## src/rtl/hilo_mul_controller_if.sv

```systemverilog
// rtl/hilo_mul_controller_if.sv - EX-stage issue / multiplier / HI-LO bus for hilo_mul_controller
//   op_valid, op_ready, op_code, op_src1, op_src2, flush : operation handshake from the EX stage
//   mul_is_signed, mul_input1, mul_input2, mul_result     : link to the external multiplier
//   rd_valid, rd_data                                     : MFHI/MFLO read return
//   busy, hi, lo                                          : status and architectural HI/LO
//   slave modport is the controller's view; master is the environment's view.
interface hilo_mul_controller_if;
    logic        op_valid;
    logic        op_ready;
    logic [2:0]  op_code;
    logic [31:0] op_src1;
    logic [31:0] op_src2;
    logic        flush;
    logic        mul_is_signed;
    logic [31:0] mul_input1;
    logic [31:0] mul_input2;
    logic [63:0] mul_result;
    logic        rd_valid;
    logic [31:0] rd_data;
    logic        busy;
    logic [31:0] hi;
    logic [31:0] lo;

    modport slave (
        input  op_valid, op_code, op_src1, op_src2, flush, mul_result,
        output op_ready, mul_is_signed, mul_input1, mul_input2,
               rd_valid, rd_data, busy, hi, lo
    );

    modport master (
        output op_valid, op_code, op_src1, op_src2, flush, mul_result,
        input  op_ready, mul_is_signed, mul_input1, mul_input2,
               rd_valid, rd_data, busy, hi, lo
    );
endinterface

```

## src/rtl/hilo_mul_controller.sv

```systemverilog
// rtl/hilo_mul_controller.sv - HI/LO owner and sequencer for the pipelined EX-stage multiplier
//   clock : rising-edge system clock
//   reset : asynchronous active-high reset
//   bus   : hilo_mul_controller_if.slave (op handshake, multiplier link, read return, HI/LO)
module hilo_mul_controller #(
    parameter int MUL_LATENCY = 2
) (
    input  logic                   clock,
    input  logic                   reset,
    hilo_mul_controller_if.slave   bus
);
    localparam int CW = $clog2(MUL_LATENCY + 1);

    localparam logic [2:0] OP_MULT  = 3'b000;
    localparam logic [2:0] OP_MULTU = 3'b001;
    localparam logic [2:0] OP_MTHI  = 3'b010;
    localparam logic [2:0] OP_MTLO  = 3'b011;
    localparam logic [2:0] OP_MFHI  = 3'b100;
    localparam logic [2:0] OP_MFLO  = 3'b101;

    typedef enum logic {
        IDLE     = 1'b0,
        MUL_WAIT = 1'b1
    } state_t;

    state_t         state;
    logic [CW-1:0]  cnt;
    logic [31:0]    hi_q;
    logic [31:0]    lo_q;
    logic [31:0]    in1_q;
    logic [31:0]    in2_q;
    logic           signed_q;
    logic           rd_valid_q;
    logic [31:0]    rd_data_q;

    always_ff @(posedge clock or posedge reset) begin
        if (reset) begin
            state      <= IDLE;
            cnt        <= '0;
            hi_q       <= '0;
            lo_q       <= '0;
            in1_q      <= '0;
            in2_q      <= '0;
            signed_q   <= 1'b0;
            rd_valid_q <= 1'b0;
            rd_data_q  <= '0;
        end else begin
            // Read pulse is single-cycle; flush also lands here since nothing re-asserts it.
            rd_valid_q <= 1'b0;
            case (state)
                IDLE: begin
                    // op_ready is implied in IDLE once reset is low.
                    if (bus.op_valid && !bus.flush) begin
                        case (bus.op_code)
                            OP_MULT, OP_MULTU: begin
                                in1_q    <= bus.op_src1;
                                in2_q    <= bus.op_src2;
                                signed_q <= (bus.op_code == OP_MULT);
                                cnt      <= CW'(MUL_LATENCY);
                                state    <= MUL_WAIT;
                            end
                            OP_MTHI: hi_q <= bus.op_src1;
                            OP_MTLO: lo_q <= bus.op_src1;
                            OP_MFHI: begin
                                rd_data_q  <= hi_q;
                                rd_valid_q <= 1'b1;
                            end
                            OP_MFLO: begin
                                rd_data_q  <= lo_q;
                                rd_valid_q <= 1'b1;
                            end
                            default: ;
                        endcase
                    end
                end
                MUL_WAIT: begin
                    if (bus.flush) begin
                        // Abort wins over a coincident write-back; HI/LO untouched.
                        cnt   <= '0;
                        state <= IDLE;
                    end else if (cnt == CW'(1)) begin
                        hi_q  <= bus.mul_result[63:32];
                        lo_q  <= bus.mul_result[31:0];
                        cnt   <= '0;
                        state <= IDLE;
                    end else begin
                        cnt <= cnt - CW'(1);
                    end
                end
                default: state <= IDLE;
            endcase
        end
    end

    assign bus.op_ready      = !reset && (state == IDLE);
    assign bus.busy          = (state == MUL_WAIT);
    assign bus.mul_is_signed = signed_q;
    assign bus.mul_input1    = in1_q;
    assign bus.mul_input2    = in2_q;
    assign bus.rd_valid      = rd_valid_q;
    assign bus.rd_data       = rd_data_q;
    assign bus.hi            = hi_q;
    assign bus.lo            = lo_q;
endmodule
```

## src/flat_wrapper.sv

```systemverilog
// flat-port wrapper written by rule: the top's interface ports become plain ports
module hilo_mul_controller_flat 
#(
    parameter int MUL_LATENCY = 2
)
  (clock, reset, bus_op_valid, bus_op_code, bus_op_src1, bus_op_src2, bus_flush, bus_mul_result, bus_op_ready, bus_mul_is_signed, bus_mul_input1, bus_mul_input2, bus_rd_valid, bus_rd_data, bus_busy, bus_hi, bus_lo);
  hilo_mul_controller_if bus_i ();
  input  logic clock;
  input  logic reset;
  input wire logic [$bits(bus_i.op_valid)-1:0] bus_op_valid;
  input wire logic [$bits(bus_i.op_code)-1:0] bus_op_code;
  input wire logic [$bits(bus_i.op_src1)-1:0] bus_op_src1;
  input wire logic [$bits(bus_i.op_src2)-1:0] bus_op_src2;
  input wire logic [$bits(bus_i.flush)-1:0] bus_flush;
  input wire logic [$bits(bus_i.mul_result)-1:0] bus_mul_result;
  output wire logic [$bits(bus_i.op_ready)-1:0] bus_op_ready;
  output wire logic [$bits(bus_i.mul_is_signed)-1:0] bus_mul_is_signed;
  output wire logic [$bits(bus_i.mul_input1)-1:0] bus_mul_input1;
  output wire logic [$bits(bus_i.mul_input2)-1:0] bus_mul_input2;
  output wire logic [$bits(bus_i.rd_valid)-1:0] bus_rd_valid;
  output wire logic [$bits(bus_i.rd_data)-1:0] bus_rd_data;
  output wire logic [$bits(bus_i.busy)-1:0] bus_busy;
  output wire logic [$bits(bus_i.hi)-1:0] bus_hi;
  output wire logic [$bits(bus_i.lo)-1:0] bus_lo;
  assign bus_i.op_valid = bus_op_valid;
  assign bus_i.op_code = bus_op_code;
  assign bus_i.op_src1 = bus_op_src1;
  assign bus_i.op_src2 = bus_op_src2;
  assign bus_i.flush = bus_flush;
  assign bus_i.mul_result = bus_mul_result;
  assign bus_op_ready = bus_i.op_ready;
  assign bus_mul_is_signed = bus_i.mul_is_signed;
  assign bus_mul_input1 = bus_i.mul_input1;
  assign bus_mul_input2 = bus_i.mul_input2;
  assign bus_rd_valid = bus_i.rd_valid;
  assign bus_rd_data = bus_i.rd_data;
  assign bus_busy = bus_i.busy;
  assign bus_hi = bus_i.hi;
  assign bus_lo = bus_i.lo;
  hilo_mul_controller #(.MUL_LATENCY(MUL_LATENCY)) u_core (.clock(clock), .reset(reset), .bus(bus_i));
endmodule
```

## config.mk

```make
export PLATFORM = sky130hd
export DESIGN_NAME = hilo_mul_controller_flat
export DESIGN_NICKNAME = d
export VERILOG_FILES = /design/src/rtl/hilo_mul_controller_if.sv /design/src/rtl/hilo_mul_controller.sv /design/src/flat_wrapper.sv
export SDC_FILE = /design/constraint.sdc
export NUM_CORES = 1
export LEC_CHECK = 0
export ABC_AREA = 1
export CAP_MARGIN = 0
export CORE_MARGIN = 2
export CORE_UTILIZATION = 45
export DETAILED_ROUTE_END_ITERATION = 6
export PLACE_DENSITY_LB_ADDON = 0.12
export REMOVE_ABC_BUFFERS = 1
export SYNTH_ARGS = -nofsm -noshare
export SYNTH_HDL_FRONTEND = slang
export SYNTH_SLANG_ARGS = --single-unit
```

## constraint.sdc

```tcl
create_clock -name clock -period 8.9 [get_ports clock]
set_input_delay 1.78 -clock clock [delete_from_list [all_inputs] [get_ports clock]]
set_output_delay 1.78 -clock clock [all_outputs]
set_load 0.005 [all_outputs]
```

==> impl_metrics.py, run 1 <==
metrics = {
    "routing": {
        "route.detailed.drc": 0,
        "ant_nets": 0,
        "drt_wl_total_um": 25190,
        "drt-initial-drc-count": 544,
        "firstDrtPassIters": 5,
        "wire_per_inst_um": 16.90,
        "vias": 7637,
        "routed_via_density": 5.122,
    },
    "power_and_ir_drop": {
        "clkPwrFrac_pct": 27.5,
        "netSwitchingFraction_pct": 30.27,
        "p_leak_nw": 5.641,
        "p_comb_share_pct": 31.0,
        "switching_power_mw": 0.7786,
        "internal_power_mw": 1.793,
        "seqPwrFrac_pct": 41.5,
        "powerDensity_nw_per_um2": 229.4,
        "peakVddDrop_mv": 0.1466,
        "power.total_mw": 2.572,
    },
    "job": {
        "maxCapViolations": 0,
    },
    "sta": {
        "worst-slew-pin-transition_ns": 1.157,
        "setup_viol": 0,
        "slew_viol_final": 0,
        "grt_setup_unrepaired": "no",
        "tns_ns": 0,
        "finalCritPeriodShare_pct": 52.58,
        "slew_headroom_pct": 22.69,
        "worst_clock_skew_ns": 0.009215,
        "hold_violations": 0,
        "finalHoldWorstSlack_ns": 0.4690,
        "clock.fmax_ghz": 0.2137,
        "min_period_ns": 4.679,
    },
    "die": {
        "die_h_um": 134.9,
        "row_count": 47,
        "core_sq_um": 16640,
        "die_w_um": 134.9,
        "initial_utilization_pct": 46.35,
        "ioPinCount": 299,
        "die_area_sq_um": 18200,
    },
    "final_layout": {
        "area_growth_pct": 45.37,
        "final_util_pct": 67.38,
        "drive_gt1_share_pct": 4.406,
        "antenna_cells": 0,
        "layout_common_cells": "582 x nand2_1, 296 x clkdlybuf4s50_1, 164 x dfrtp_1",
        "final_common_cell": "nand2_1",
        "fin_area_sq_um": 11210,
        "nets": 1396,
    },
    "synthesis": {
        "synth_cells": 1007,
        "synth_cell_types": 19,
        "ys_top_cells_by_area": "dfrtp_1 54%, nand2_1 29%, nand3_1 8.6%",
        "async_flop_share_pct": 100.0,
        "synth_area_per_cell_sq_um": 7.660,
        "synth-edff-count": 0,
        "ys_seq_elements": 165,
        "synth_seq_area_share_pct": 53.53,
        "yosysTopAreaCell": "dfrtp_1",
        "yosysTopAreaCellShare_pct": 53.53,
        "yosys_warnings": 0,
        "synth_flop_cell": "dfrtp_1",
        "syn_area_sq_um": 7714,
    },
    "worst_setup_path": {
        "worstSetupStartpointType": "input port",
        "critPathArrivalTime_ns": 2.90,
        "endpoint_kind": "output pin",
        "rr_startpoint": "u_core.bus.busy",
        "critPathRequiredTime_ns": 7.12,
        "startpoint": "reset",
        "crit_path_max_incr_delay_ns": 0.51,
        "slowest_stage": "clkdlybuf4s50_1",
        "cpMostUsedCell": "clkdlybuf4s50_1",
        "criticalPathCategory": "in -> out",
        "path_cells": "clkdlybuf4s50_1 -> nor2_1 -> clkdlybuf4s50_1",
        "crit_fanout": 2,
    },
    "grt": {
        "track_usage_pct": 28.33,
        "grt_max_degree": 105,
        "grt_pass1_wl_um": 39740,
        "antenna_found_initial": 0,
        "grt_pass1_vias": 7481,
        "grt-ovfl-total": 0,
    },
    "place": {
        "dpl_cell_area_sq_um": 10660,
        "dp_hpwl_um": 15660,
        "numPortBuffers": 298,
        "place_congestion": 0.7890,
    },
    "hold_path": {
        "worstHoldStart": "u_core.bus.mul_input2[26]",
        "worst_hold_path_type": "reg -> reg",
    },
    "cts": {
        "cts-hold-fix-buffers": 0,
        "cts.clk_slew.worst_paths_ns": 0.07,
        "clkLatencyLatePin_ns": 0.43,
        "clock-sinks": 165,
        "cts_buffers": 17,
        "clockBufferDepth": 2,
        "cts_htree_levels": 4,
        "root_buffer": "clkbuf_16",
        "cts-resized-gates": 0,
        "cts_tree": "built",
        "cts_setup_buffers": 0,
    },
    "outcome": {
        "outcome": "complete, no violations",
    },
}
## kinds of logic after synthesis
family,share of synthesized area [%]
flip-flops,53.53
AND/OR/NAND/NOR,40.45
adder cells (fa/ha/maj),0.1622
AO/OA/AOI/OAI,0.3083
buffers and inverters,5.547
## critical path: cells and delay by family
family | cells | cell delay [ns]
buffers and inverters | 2 | 1.00
and+or+nand+nor | 1 | 0.12
## final timing paths
path	end	slack, ns	cells past startpoint
max	bus_op_ready	4.22	3
min reg2reg	u_core.bus.mul_input2[26]	0.47	2
min	u_core.bus.mul_input2[26]	0.47	2
max reg2reg	u_core.bus.hi[22]	5.00	6
min in group asynchronous	u_core.bus.mul_input2[15]	1.98	2
max in group asynchronous	u_core.bus.lo[31]	5.54	3
## flip-flops by register name, summed over array words and instances, names as in the netlist
signal	cells
u_core.bus.mul_input1	32
u_core.bus.rd_valid	1
u_core.bus.mul_is_signed	1
u_core.bus.busy	1
u_core.bus.hi	32
u_core.cnt	2
u_core.bus.lo	32
u_core.bus.mul_input2	32
u_core.bus.rd_data	32
## cells in the mapped netlist, types with 2 or more instances
cell type  instances
buf_4              7
dfrtp_1          165
inv_2              5
inv_1              3
nand3_1          133
buf_6              8
nor2_4             2
buf_2             36
o21ai_0            2
nor2_1             2
nand2_1          586
nand4_1           32
clkbuf_1          19
nand2_2            2
## area by class of cell
type / instances / area (sq um)
fill: 1401 / 5429
sequential: 165 / 4130
tap: 220 / 275.3
inverter: 8 / 36.28
clock buffer: 20 / 456.7
timing repair buffer: 305 / 3025
clock inverter: 10 / 101.3
multi-input combinational: 763 / 3188
## metal layers
layer / up-vias / GRT usage, % / part of all wire (%)
met5: - / 0 / 0
met3: 33 / 8.296 / 9.4
li1: 3696 / - / -
met2: 325 / 45.85 / 48
met1: 3583 / 36.42 / 40
met4: 0 / 9.883 / 2.2
## metrics by stage
stage | cells | worst slack, ns
2_1_floorplan | 936 | 2.658
5_1_grt | 1491 | 4.182
6_report | 1491 | 4.221
4_1_cts | 1491 | 4.215
3_5_place_dp | 1461 | 4.217
3_3_place_gp | 1461 | 4.238
## power by group through the flow
stage                     registers, mW  logic, mW  clock network [mW]
after floorplan                    1.08      0.236                   0
after global placement             1.07      0.790                   0
after detailed placement           1.07      0.803                   0
after CTS                          1.07      0.806               0.715
after global routing               1.09      0.877               0.746
final                              1.07      0.797               0.707
Note: power is estimated with default switching activity, not from simulation.
==> inputs of run 2 (changes only) <==
CORE_UTILIZATION = 40   (was 45)
clock period = 3.8 ns   (was 8.9 ns; I/O delays follow)
==> run 2 against run 1 <==
  * Hold slack barely moved
  * Clock-buffer cell count shrank 1
  * Routed wire length rose by 2.7%
  * Final cell count rose by 3.3%
  * Critical endpoint is now bus_busy
==> impl_metrics.py, run 2 (synthesized netlist as in run 1, its figures left out) <==
metrics = {
    "outcome": {
        "outcome": "complete, no violations",
    },
    "place": {
        "numPortBuffers": 298,
        "dp_hpwl_um": 16870,
        "dp_cells": 1510,
        "place_congestion": 0.7617,
        "place_ws_ns": 0.7839,
        "dpl_cell_area_sq_um": 10800,
    },
    "worst_setup_path": {
        "endpoint_kind": "output pin",
        "worstSetupStartpointType": "flip-flop",
        "crit_fanout": 22,
        "criticalPathCategory": "reg -> out",
        "critPathArrivalTime_ns": 2.04,
        "reg2reg_depth": 5,
        "critPathRequiredTime_ns": 3.04,
    },
    "final_layout": {
        "nets": 1405,
        "area_growth_pct": 48.47,
        "antenna_cells": 0,
        "nFillCells": 1727,
        "layout_common_cells": "582 x nand2_1, 296 x clkdlybuf4s50_1, 164 x dfrtp_1",
        "fin_area_sq_um": 11450,
        "final_util_pct": 60.82,
        "final_cells": 1540,
        "drive_gt1_share_pct": 5.156,
        "final_common_cell": "nand2_1",
    },
    "grt": {
        "grt_max_degree": 64,
        "antenna_found_initial": 1,
        "track_usage_pct": 25.73,
        "grt_pass1_vias": 7449,
        "grt-ovfl-total": 0,
        "grt_pass1_wl_um": 40230,
    },
    "cts": {
        "clkLatencyLatePin_ns": 0.43,
        "clock-sinks": 165,
        "cts-hold-fix-buffers": 0,
        "cts_htree_levels": 4,
        "cts_buffers": 17,
        "clockBufferDepth": 2,
        "cts.clk_slew.worst_paths_ns": 0.06,
        "root_buffer": "clkbuf_16",
        "cts_setup_buffers": 0,
        "cts_tree": "built",
        "cts-resized-gates": 0,
    },
    "routing": {
        "firstDrtPassIters": 5,
        "drt_wl_total_um": 25870,
        "route.detailed.drc": 0,
        "drt-initial-drc-count": 414,
        "ant_nets": 0,
        "vias": 7606,
        "wire_per_inst_um": 16.80,
        "routed_via_density": 4.939,
    },
    "power_and_ir_drop": {
        "powerDensity_nw_per_um2": 550.1,
        "power.total_mw": 6.300,
        "peakVddDrop_mv": 0.3254,
        "p_leak_nw": 5.755,
    },
    "die": {
        "die_w_um": 142.9,
        "die_h_um": 142.9,
        "row_count": 50,
        "core_sq_um": 18830,
        "ioPinCount": 299,
        "initial_utilization_pct": 40.96,
        "die_area_sq_um": 20410,
    },
    "sta": {
        "hold_violations": 0,
        "finalCritPeriodShare_pct": 73.73,
        "finalHoldWorstSlack_ns": 0.4687,
        "setup_ws_ns": 0.9981,
        "clock.fmax_ghz": 0.3569,
        "slew_viol_final": 0,
        "setup_viol": 0,
        "worst_clock_skew_ns": 0.008794,
        "min_period_ns": 2.802,
        "slew_headroom_pct": 42.38,
        "tns_ns": 0,
        "worst-slew-pin-transition_ns": 0.8613,
        "grt_setup_unrepaired": "no",
    },
    "hold_path": {
        "worst_hold_path_type": "reg -> reg",
        "min_path_cells": 2,
    },
    "job": {
        "maxCapViolations": 0,
    },
}
==> run 2: routing by layer <==
metal / vias up / global-route usage, % / wire, um
li1: 3718 / - / -
met4: 2 / 8.702 / 612
met3: 38 / 6.707 / 1810
met1: 3574 / 33.95 / 11350
met2: 274 / 41.35 / 12090
met5: - / 0 / 13
==> run 2: worst max-delay path, cell delays in order, from the launching register on <==
cell and delay (ns):
dfrtp_2 0.68, buf_4 0.36, clkdlybuf4s50_1 0.57
==> run 2: layout make-up <==
class	instances	area, sq um	area share (%)
clock inverters	11	201.4	1.759
clock buffers	19	452.9	3.955
repair buffers	314	3118	27.23
flip-flops and latches	165	4130	36.06
inverters	8	36.28	0.3168
well taps	260	325.3	2.841
multi-input cells	763	3188	27.84
==> run 2: worst paths after layout <==
| check | startpoint | to | slack, ns |
|---|---|---|---|
| max in group asynchronous | reset | u_core.bus.lo[27] | 2.15 |
| worst min-delay path | u_core.bus.mul_input1[8] | u_core.bus.mul_input1[8] | 0.47 |
| worst max-delay path | u_core.bus.busy | bus_busy | 1.0 |
| worst max register to register | u_core.bus.busy | u_core.bus.hi[29] | 1.28 |
| worst min register to register | u_core.bus.mul_input1[8] | u_core.bus.mul_input1[8] | 0.47 |
| min in group asynchronous | reset | u_core.bus.mul_input2[5] | 0.81 |
==> run 2: report_power, final <==
| part | total (mW) | leakage (nW) | internal, mW | switching (mW) |
|---|---|---|---|---|
| combinational | 1.86 | 3.34 | 1.08 | 0.785 |
| clock | 1.93 | 0.315 | 1.20 | 0.728 |
| sequential | 2.51 | 2.10 | 2.20 | 0.312 |
